<file path="config.mk">
export PLATFORM = sky130hd
export DESIGN_NAME = instruction_fetch
export DESIGN_NICKNAME = d
export VERILOG_FILES = /design/src/rtl/fetch_defs.sv /design/src/rtl/fetch_pc_next.sv /design/src/rtl/instruction_fetch.sv
export SDC_FILE = /design/constraint.sdc
export NUM_CORES = 1
export LEC_CHECK = 0
export CAP_MARGIN = 20
export CELL_PAD_IN_SITES_DETAIL_PLACEMENT = 2
export CELL_PAD_IN_SITES_GLOBAL_PLACEMENT = 2
export CORE_ASPECT_RATIO = 1.2
export CORE_UTILIZATION = 26
export DETAILED_ROUTE_END_ITERATION = 7
export PLACE_DENSITY = 0.84
export SLEW_MARGIN = 20
export SYNTH_ARGS = -nofsm -noshare
export SYNTH_HDL_FRONTEND = slang
export SYNTH_SLANG_ARGS = --single-unit
</file>
<file path="constraint.sdc">
create_clock -name clk -period 3.85 [get_ports clk]
set_input_delay 0.385 -clock clk [delete_from_list [all_inputs] [get_ports clk]]
set_output_delay 0.385 -clock clk [all_outputs]
set_load 0.05 [all_outputs]
</file>
<file path="src/rtl/fetch_defs.sv">
// Shared fetch-stage definitions: FSM state encoding, instruction width, PC step
// and the branch opcode shared with the immediate generator.
package fetch_defs;

  typedef enum logic [1:0] {
    FS_IDLE = 2'd0,
    FS_REQ  = 2'd1,
    FS_WAIT = 2'd2,
    FS_HOLD = 2'd3
  } fetch_state_e;

  localparam int INST_W  = 32;
  localparam int PC_STEP = 4;

  localparam logic [6:0] OPC_BRANCH = 7'b1100011;

endpackage

</file>
<file path="src/rtl/fetch_pc_next.sv">
// Combinational next-PC select (redirect target / pc+4 / hold) with misalignment
// detect. FETCH_MISALIGN_TRAP_EN keeps raw target bits and flags misalignment.
module fetch_pc_next
  import fetch_defs::*;
#(
  parameter int XLEN = 64
) (
  input  logic [XLEN-1:0] pc,
  input  logic            take_redirect,
  input  logic            advance,
  input  logic [XLEN-1:0] redirect_base,
  input  logic [XLEN-1:0] redirect_imm,
  output logic [XLEN-1:0] pc_next,
  output logic            target_misaligned
);

  logic [XLEN-1:0] target_raw;
  logic [XLEN-1:0] target;

  assign target_raw = redirect_base + redirect_imm;

`ifdef FETCH_MISALIGN_TRAP_EN
  assign target            = target_raw;
  assign target_misaligned = take_redirect && (target_raw[1:0] != 2'b00);
`else
  // Without the trap, a misaligned target is silently word-aligned.
  assign target            = target_raw & ~XLEN'(3);
  assign target_misaligned = 1'b0;
`endif

  always_comb begin
    pc_next = pc;
    if (take_redirect) begin
      pc_next = target;
    end else if (advance) begin
      pc_next = pc + XLEN'(PC_STEP);
    end
  end

endmodule

</file>
<file path="src/rtl/instruction_fetch.sv">
// Fetch stage: PC, single-outstanding imem request, response drop after redirect,
// decode handshake. Misaligned-target trap enabled by FETCH_MISALIGN_TRAP_EN.
module instruction_fetch
  import fetch_defs::*;
#(
  parameter int              XLEN     = 64,
  parameter logic [XLEN-1:0] RESET_PC = '0
) (
  input  logic              clk,
  input  logic              rst,
  output logic              imem_req_valid,
  input  logic              imem_req_ready,
  output logic [XLEN-1:0]   imem_req_addr,
  input  logic              imem_rsp_valid,
  input  logic [INST_W-1:0] imem_rsp_data,
  output logic              inst_valid,
  input  logic              inst_ready,
  output logic [INST_W-1:0] inst,
  output logic [XLEN-1:0]   inst_pc,
  input  logic              redirect_valid,
  input  logic [XLEN-1:0]   redirect_base,
  input  logic [XLEN-1:0]   redirect_imm,
  output logic              fetch_misaligned
);

  fetch_state_e      state_q, state_d;
  logic [XLEN-1:0]   pc_q, pc_d;
  logic [INST_W-1:0] inst_q, inst_d;
  logic [XLEN-1:0]   inst_pc_q, inst_pc_d;
  logic              drop_q, drop_d;
  logic              misaligned_q, misaligned_d;

  logic              take_redirect;
  logic              advance;
  logic [XLEN-1:0]   pc_next;
  logic              trap;

  assign take_redirect = redirect_valid && (state_q != FS_IDLE);
  assign advance       = (state_q == FS_HOLD) && inst_ready;

  fetch_pc_next #(.XLEN(XLEN)) u_pc_next (
    .pc                (pc_q),
    .take_redirect     (take_redirect),
    .advance           (advance),
    .redirect_base     (redirect_base),
    .redirect_imm      (redirect_imm),
    .pc_next           (pc_next),
    .target_misaligned (trap)
  );

  always_comb begin
    state_d      = state_q;
    pc_d         = pc_next;
    inst_d       = inst_q;
    inst_pc_d    = inst_pc_q;
    drop_d       = drop_q;
    misaligned_d = misaligned_q;

    case (state_q)
      FS_IDLE: begin
        if (!misaligned_q) state_d = FS_REQ;
      end
      FS_REQ: begin
        if (imem_req_ready) begin
          state_d = FS_WAIT;
          drop_d  = take_redirect;
        end
      end
      FS_WAIT: begin
        if (take_redirect) begin
          if (imem_rsp_valid) begin
            state_d = FS_REQ;
            drop_d  = 1'b0;
          end else begin
            drop_d  = 1'b1;
          end
        end else if (imem_rsp_valid) begin
          if (drop_q) begin
            state_d = FS_REQ;
            drop_d  = 1'b0;
          end else begin
            state_d   = FS_HOLD;
            inst_d    = imem_rsp_data;
            inst_pc_d = pc_q;
          end
        end
      end
      FS_HOLD: begin
        if (take_redirect || inst_ready) state_d = FS_REQ;
      end
      default: state_d = FS_IDLE;
    endcase

    // A misaligned redirect parks the stage until reset; in-flight data is abandoned.
    if (trap) begin
      state_d      = FS_IDLE;
      pc_d         = pc_q;
      drop_d       = 1'b0;
      misaligned_d = 1'b1;
    end
  end

  always_ff @(posedge clk) begin
    if (rst) begin
      state_q      <= FS_IDLE;
      pc_q         <= RESET_PC;
      inst_q       <= '0;
      inst_pc_q    <= '0;
      drop_q       <= 1'b0;
      misaligned_q <= 1'b0;
    end else begin
      state_q      <= state_d;
      pc_q         <= pc_d;
      inst_q       <= inst_d;
      inst_pc_q    <= inst_pc_d;
      drop_q       <= drop_d;
      misaligned_q <= misaligned_d;
    end
  end

  assign imem_req_valid   = (state_q == FS_REQ);
  assign imem_req_addr    = pc_q;
  assign inst_valid       = (state_q == FS_HOLD);
  assign inst             = inst_q;
  assign inst_pc          = inst_pc_q;
  assign fetch_misaligned = misaligned_q;

endmodule

</file>
Yosys cells after proc, flatten, opt, wreduce, memory -nomap -nowiden

Cells that the tools add are included.

Flip-flop bits (word level): 163
Latch bits: 0
Bits in writable memories: 0
Memory bits (read-only): 0
Input bits: 166
Output and inout port bits: 163
Word-level logic and storage cells: 42
Memories: 0

Add/subtract/negate cells: 2
Multiply operators: 0
Div/mod/pow operators: 0
$lt $le $gt $ge: 0
Equal/unequal tests: 7
Shifts and indexed selects: 0
Mux-type cells: 14
Bitwise operators: 2
Reduce and logical (&&, ||, !) cells: 11

Operators by type and width:

| operator                | number |
|---|---|
| $mux W64                | 2 |
| $add A64 B3 Y64 const B | 1 |
| $add A64 B64 Y64        | 1 |
| $mux W2                 | 6 |
| $pmux W2 S4             | 1 |
| $reduce_and A3 Y1       | 2 |
| $reduce_bool A2 Y1      | 3 |
| $eq A2 B2 Y1 const B    | 2 |
| $mux W1                 | 4 |
| $ne A2 B1 Y1 const B    | 2 |
| $reduce_and A4 Y1       | 1 |
| $ne A3 B3 Y1 const B    | 1 |
| $eq A2 B1 Y1 const B    | 1 |
| $logic_and A1 B1 Y1     | 2 |
| $logic_not A2 Y1        | 1 |
| $ne A2 B2 Y1 const B    | 1 |
| $not A1 Y1              | 2 |
| $pmux W1 S2             | 1 |
| $reduce_or A2 Y1        | 1 |
| $logic_or A1 B1 Y1      | 1 |

Logic depth before layout (Yosys ltp)

Gate-level depths: netlist (run 1).

Word-level depth: 5
Depth in mapped cells: 12
Mapped depth without buffers: 11

By module

From an unflattened synthesis (run 1), not the netlist that was laid out.

Cells, all modules: 1547
Area total of the unflattened synthesis: 11483.5 um^2

Modules (own cells, without submodules):

| module            | times used | cells each | area each (um^2) | sequential area each (um^2) |
|---|---|---|---|---|
| instruction_fetch | 1          | 659        | 5866.9           | 3283.1 |
| fetch_pc_next     | 1          | 888        | 5616.6           | 0.0 |

Worst setup path after synthesis (run 1)

OpenSTA, ideal clock, no wires.

Kind: flip-flop to flip-flop
Start point: reg state_q[0]
End point: reg pc_q[63], in the netlist imem_req_addr[63]
Setup time: 120 ps
Data arrival time: 2988 ps
Required time: 3730 ps
Path slack: 743 ps
Stages on the path, launching flop included: 12
Path buffers: 1
Clock period less this slack: 3107 ps
Path through: dfxtp_1 > ha_1 > and2_1 > clkbuf_1 > nand3_1 > or3_1 > nor4_2 > nor3b_2 > nand2_1 > xor2_1 > nor2_1 > a211o_1

Cells in the longest elaborated chain, start to end: 3
Elaborated cells between the ends (all ways): 6
Classes of those cells: eq/ne: 1; mux: 1; reduce/logical: 4

RTL lines:

| item                         | line                     | RTL |
|---|---|---|
| start: declaration           | instruction_fetch.sv:26  | `fetch_state_e state_q, state_d;` |
| start signal: assignment     | instruction_fetch.sv:112 | `state_q <= state_d;` |
| $eq A2 B2 Y1                 | n/a                      |  |
| net inst_valid               | instruction_fetch.sv:16  | `output logic inst_valid,` |
| $logic_and A1 B1 Y1          | instruction_fetch.sv:39  | `assign advance = (state_q == FS_HOLD) && inst_ready;` |
| $reduce_bool A2 Y1 (no line) | n/a                      |  |
| end signal: assignment       | instruction_fetch.sv:113 | `pc_q <= pc_d;` |
| end: declaration             | instruction_fetch.sv:27  | `logic [XLEN-1:0] pc_q, pc_d;` |

The timed path passes the listed nets, and every way through them passes these cells.
A chain may end at the register's enable or synchronous reset.

Worst setup path after layout (run 1)

Start point: in redirect_base[1]
End point: reg pc_q[62], in the netlist imem_req_addr[62]

Cells in the longest elaborated chain, start to end: 2

RTL lines:

| item               | line                    | RTL |
|---|---|---|
| start: declaration | instruction_fetch.sv:21 | `input logic [XLEN-1:0] redirect_base,` |
| $add A64 B64 Y64   | fetch_pc_next.sv:20     | `assign target_raw = redirect_base + redirect_imm;` |
| $mux W64           | fetch_pc_next.sv:33     | `if (take_redirect) begin` |

No other way between the ends.

==> reports/results.ini, run 1 <==
[finish]
final_cell_mix = clkdlybuf4s50_1 (322), nand2_1 (265), a21oi_1 (160), dfxtp_1 (159), nor2_1 (91)
fillers = 4441
drive_above_1_share_pct = 6.36
final_cell_area_sq_um = 14600
area_delta_synth_final_pct = 42.6
insertedDiodeCount = 0
layout.nets = 1873
layout_commonest_cell = clkdlybuf4s50_1

[setup_path]
cp.required_ns = 4.13
cp_max_fo = 6
reg2regPathDepth = 10
r2r_slack_ns = 0.51
r2r-end = imem_req_addr[56]
worstSetupPathType = in -> reg
worstPathArrival_ns = 3.70
start_kind = primary input
r2r-start = imem_req_addr[8]
cp-end-kind = flip-flop

[logic_synthesis]
syn-cell-area_sq_um = 10300
synth-seq-cells = 159
synth.distinct_cells = 78
synth_ff_type = dfxtp_1
synth_edf_count = 0
syn_inst = 1335
yosysWarningCount = 0
postSynth.asyncResetShare_pct = 0
syn_avg_cell_area_sq_um = 7.69
synth_seq_area_share_pct = 31.0

[drt]
wl_mm = 45.0
drt_iter0_markers = 413
drc = 0
viasPerCell = 5.09
routed-via-count = 11100
wl_per_cell_um = 20.7
drtPass1Iterations = 4
ant_nets = 0

[sta]
tns_ns = 0
fin_crit_ns = 3.43
drv_slew = 0
finClkSkew_ns = 0.0167
hold_viol = 0
fin_ws_ns = 0.423
setup_viol = 0
fmax_mhz = 292
tightest_slew_ns = 1.13
finalCritPeriodShare_pct = 89.0
max_slew_margin_pct = 24.6
rsz0062_at_grt = false

[pwr]
p_int_uw = 3330
p_leak_uw = 0.00537
p_seq_share_pct = 34.9
pwr-share-comb_pct = 34.9
power.total_uw = 5430
netSwitchingPower_uw = 2100
irDropWorstVdd_mv = 0.212
switching_share_pct = 38.6
clkPwrFrac_pct = 30.1
power_density_nw_per_um2 = 371

[job]
cap_violations = 0

[grt]
grt_pass1_wl_mm = 69.2
antenna_found_initial = 0
first_global_vias = 12200
grt_usage_pct = 22.2
grt_overflow = 0
grt_max_degree = 98

[clock_tree]
root_buffer = clkbuf_16
hold_buffers = 0
cts-buffers-inserted = 17
cts_setup_buffers = 0
htreeDepth = 4
cts_resized = 0
cts_tree = built
path_clk_slew_ns = 0.07
clock-sinks = 159
clk_path_buf_depth = 2
clock_latency_ns = 0.46

[floorplanning]
coreArea_sq_um = 38800
ioPinCount = 329
rows = 79
die_y_um = 220
die_w_um = 183
start_util_pct = 26.4
die-area_sq_um = 40300

[min_path]
hold_depth = 2
min_from = rst
hp-class = in -> reg
min_to = imem_req_addr[8]

[place]
place_area_sq_um = 14100
port_buffers = 323
gp_congestion = 0.866
dp_hpwl_mm = 35.8
pre_cts_slack_ns = -0.00667

[run_status]
outcome = finished clean

[power groups by stage]
stage          registers (uW)  logic, uW  clock network (uW)
3_3_place_gp             1930       1850                   0
2_1_floorplan            2210        842                   0
6_report                 1900       1900                1640
3_5_place_dp             1930       1900                   0
4_1_cts                  1900       1910                1680
5_1_grt                  1910       2030                1750
[stage by stage]
| stage | hold slack, ns | utilization [%] | cells |
|---|---|---|---|
| finish | 0.406 | 37.7 | 2178 |
| global route | 0.403 | 37.7 | 2178 |
| CTS | 0.384 | 37.7 | 2178 |
| detailed placement | 0.450 | 36.2 | 2146 |
| global placement | 0.441 | 36.2 | 2146 |
| floorplan | 0.479 | - | 1339 |
[Yosys cell counts (7+ instances only)]
cell,instances,share of area (%)
nor2_1,91,3.3
nor2b_1,7,0.43
nand2_1,266,9.7
xor2_1,43,3.7
nand4_1,28,1.7
nor3_1,19,0.93
a21oi_1,160,7.8
o21ai_0,27,1.3
xnor2_1,75,6.4
and3_1,16,0.98
a31oi_1,7,0.43
and2_1,10,0.61
o22ai_1,16,0.98
a211oi_1,45,3.3
nand3_1,33,1.6
a21o_1,48,3.5
clkbuf_1,57,2.1
inv_1,27,0.99
buf_4,9,0.66
ha_1,68,8.3
nand2b_1,9,0.55
dfxtp_1,159,31
[critical path: stages]
cell and delay [ns]:
clkdlybuf4s50_1 0.41, ha_1 0.29, a31o_2 0.24, o221ai_2 0.34
o21ai_2 0.16, and3_1 0.20, o311a_1 0.39, o41a_1 0.46
a21o_1 0.27, a41oi_2 0.21, xor2_1 0.22, o22ai_1 0.12
[cells by family (layout without fill, tap and decap cells)]
family          Yosys count  in the layout  share of synthesized area [%]
fa+ha+maj                68             68                           8.29
compound gates          374            374                           23.7
mux                       2              2                          0.207
simple gates            506            506                           21.9
buf+inv                 107            420                           4.82
flops                   159            159                           31.0
other cells               1              5                         0.0365
xor+xnor                118            118                           10.1
[sequential cells by signal, indices dropped and copies added, names as in the netlist]
name,count
drop_q,1
imem_req_addr,62
inst,32
inst_pc,62
state_q,2
[layer usage]
metal  global-route usage (%)  wire length (um)  vias to the layer above  share of wire, %
li1                         -                 -                     5286                 -
met1                     25.3             18700                     5425                41
met2                     40.0             22700                      287                50
met3                     4.33              1860                       93               4.1
met4                     9.81              1760                        0               3.9
met5                        0                 0                        -                 0
[how the worst max path moves through the flow]
stage,from,end,slack [ns]
after detailed placement,redirect_base[2],imem_req_addr[60],-0.007
after CTS,redirect_base[1],imem_req_addr[62],0.42
final,redirect_base[1],imem_req_addr[62],0.42
after global routing,imem_req_addr[8],imem_req_addr[56],0.24
after global placement,redirect_base[1],imem_req_addr[60],0.07
after floorplan,state_q[0],imem_req_addr[63],0.74
[cell type report]
class                           count  area [sq um]  share of cell area, %
Inverter                           27           101                  0.692
Sequential cell                   159          3180                   21.7
Timing Repair Buffer              361          3520                   24.0
Clock buffer                       17           425                   2.91
Clock inverter                     15           126                  0.863
Tap cell                          526           658                   4.50
Multi-Input combinational cell   1073          6630                   45.3
Power figures use the tool's default switching activity.
==> inputs of run 2 (changes only) <==
--- a/config.mk
+++ b/config.mk
@@ -6,12 +6,10 @@
 export NUM_CORES = 1
 export LEC_CHECK = 0
 export CAP_MARGIN = 20
-export CELL_PAD_IN_SITES_DETAIL_PLACEMENT = 2
-export CELL_PAD_IN_SITES_GLOBAL_PLACEMENT = 2
 export CORE_ASPECT_RATIO = 1.2
-export CORE_UTILIZATION = 26
+export CORE_UTILIZATION = 48
 export DETAILED_ROUTE_END_ITERATION = 7
-export PLACE_DENSITY = 0.84
+export PLACE_DENSITY = 0.86
 export SLEW_MARGIN = 20
 export SYNTH_ARGS = -nofsm -noshare
 export SYNTH_HDL_FRONTEND = slang
==> reports/results.ini, run 2 (synthesis results as in run 1) <==
[sta]
fmax_mhz = 297  ; +1.9%
rsz0062_at_grt = false
tns_ns = 0  ; unchanged
setup_viol = 0  ; unchanged
timing.hold.ws_ns = 0.453  ; +0.0467 ns
finalCritPeriodShare_pct = 87.4  ; -1.6 points
finClkSkew_ns = 0.0104  ; -0.00634 ns
fin_crit_ns = 3.36  ; -0.0629 ns
drv_slew = 0  ; unchanged
tightest_slew_ns = 1.00  ; -0.131 ns
hold_viol = 0  ; unchanged
max_slew_margin_pct = 33.3  ; +8.7 points

[setup_path]
path_buf_inv = 1  ; unchanged
slowest_delay_ns = 0.47  ; about the same
cp-end-kind = flip-flop
path_cells = clkdlybuf4s50_1, ha_1, a31o_2, o221ai_2, o211ai_1, nand3_1, a311oi_2, o211ai_2, a2111oi_2, o31ai_1, and3_1, o32ai_1
worstPathArrival_ns = 3.69  ; about the same
slowest_stage = a2111oi_2
start_kind = primary input
worstSetupPathType = in -> reg
cp_max_fo = 5  ; -1
cp.required_ns = 4.18  ; +0.05 ns
crit_family = compound AO/OA/AOI/OAI gates

[floorplanning]
die_w_um = 135  ; -26%
ioPinCount = 329  ; unchanged
start_util_pct = 48.9  ; +23 points
rows = 58  ; -27%
die_y_um = 162  ; -26%
coreArea_sq_um = 21000  ; -46%
die-area_sq_um = 22000  ; -45%

[finish]
layout.nets = 1850  ; -1.2%
insertedDiodeCount = 0  ; unchanged
final_cell_area_sq_um = 14200  ; -3.3%
drive_above_1_share_pct = 5.03  ; -1.3 points
fillers = 1757  ; -60%
area_delta_synth_final_pct = 37.9
final_cell_mix = clkdlybuf4s50_1 (322), nand2_1 (265), a21oi_1 (160), dfxtp_1 (159), nor2_1 (91)
utilization_pct = 67.5  ; +30 points
layout_commonest_cell = clkdlybuf4s50_1

[place]
place_area_sq_um = 13600  ; -3.4%
gp_congestion = 0.980  ; +13%
port_buffers = 323  ; unchanged
dp_hpwl_mm = 25.7  ; -28%

[drt]
drtPass1Iterations = 5  ; +1
wl_mm = 33.3  ; -26%
ant_nets = 0  ; unchanged
drt_iter0_markers = 833  ; +100%
drc = 0  ; unchanged
wl_per_cell_um = 17.5  ; -15%
routed-via-count = 10800  ; -2.9%
viasPerCell = 5.67  ; +11%

[clock_tree]
hold_buffers = 0  ; unchanged
clk_path_buf_depth = 2  ; unchanged
path_clk_slew_ns = 0.07  ; about the same
htreeDepth = 4  ; unchanged
clock_latency_ns = 0.42  ; -0.04 ns
cts_resized = 0  ; unchanged
cts_setup_buffers = 0  ; unchanged
cts-buffers-inserted = 17  ; unchanged
clock-sinks = 159  ; unchanged
cts_tree = built
root_buffer = clkbuf_16

[pwr]
p_leak_uw = 0.00526  ; -2.1%
irDropWorstVdd_mv = 0.255  ; +20%
power.total_uw = 5270  ; -2.9%
power_density_nw_per_um2 = 373  ; +0.41%

[grt]
grt_usage_pct = 29.5  ; +7.3 points
first_global_vias = 9889  ; -19%
antenna_found_initial = 0  ; unchanged
grt_pass1_wl_mm = 51.1  ; -26%
grt_max_degree = 95  ; -3.1%
grt_overflow = 0  ; unchanged

[min_path]
hp-class = reg -> reg

[job]
cap_violations = 0  ; unchanged

[run_status]
outcome = finished clean

## run 2: cell count changes in the layout (fill, tap and decap cells not counted)
cell | previous run | this run
clkbuf_8 | 0 | 2
clkinv_2 | 1 | 0
buf_4 | 39 | 15
clkinv_4 | 4 | 3
buf_12 | 0 | 1
nand2_4 | 0 | 1
inv_8 | 1 | 0
nand2_8 | 1 | 0
inv_6 | 6 | 4
clkinvlp_4 | 3 | 6
## run 2: tightest hold or removal path, cell delays in order, from the launching register on
cell and delay [ns]:
dfxtp_1 0.31, nand2_1 0.05, a21oi_1 0.05
## run 2: routing by layer
metal / vias to the layer above / global-route usage, % / wire length (um)
li1: 5248 / - / -
met4: 0 / 13.7 / 1380
met1: 4922 / 35.9 / 13300
met5: - / 0 / 0
met3: 95 / 5.12 / 2470
met2: 505 / 50.2 / 16200
## run 2: layout make-up
| type | instances | area, sq um | area share [%] |
|---|---|---|---|
| clock buffer | 19 | 453 | 3.20 |
| clock inverter | 13 | 106 | 0.751 |
| inverter | 27 | 101 | 0.716 |
| multi-input combinational | 1073 | 6620 | 46.7 |
| sequential | 159 | 3180 | 22.5 |
| tap | 270 | 338 | 2.39 |
| timing repair buffer | 338 | 3360 | 23.7 |
## run 2: final timing paths
check	startpoint	to	slack (ns)	cells after the start
max	redirect_base[1]	imem_req_addr[47]	0.49	12
min	inst_pc[41]	inst_pc[41]	0.45	2
max reg2reg	imem_req_addr[8]	imem_req_addr[56]	0.68	10
min reg2reg	inst_pc[41]	inst_pc[41]	0.45	2
## run 2: report_power, final
group	internal, uW	switching (uW)
logic	722	1070
registers	1740	157
clock network	870	710
total	3330	1940
## run 2: stage by stage
stage | std cells | setup slack [ns]
after detailed placement | 1867 | 0.120
after global placement | 1867 | 0.168
after floorplan | 1339 | 0.743
after global routing | 1899 | 0.250
final | 1899 | 0.486
after CTS | 1899 | 0.552
==> inputs of run 3 (changes only) <==
--- a/config.mk
+++ b/config.mk
@@ -5,6 +5,7 @@
 export SDC_FILE = /design/constraint.sdc
 export NUM_CORES = 1
 export LEC_CHECK = 0
+export ABC_CLOCK_PERIOD_IN_PS = 3850
 export CAP_MARGIN = 20
 export CORE_ASPECT_RATIO = 1.2
 export CORE_UTILIZATION = 48
==> results of run 3 <==
The final DEF is identical to that of run 2; final timing and power are the same.
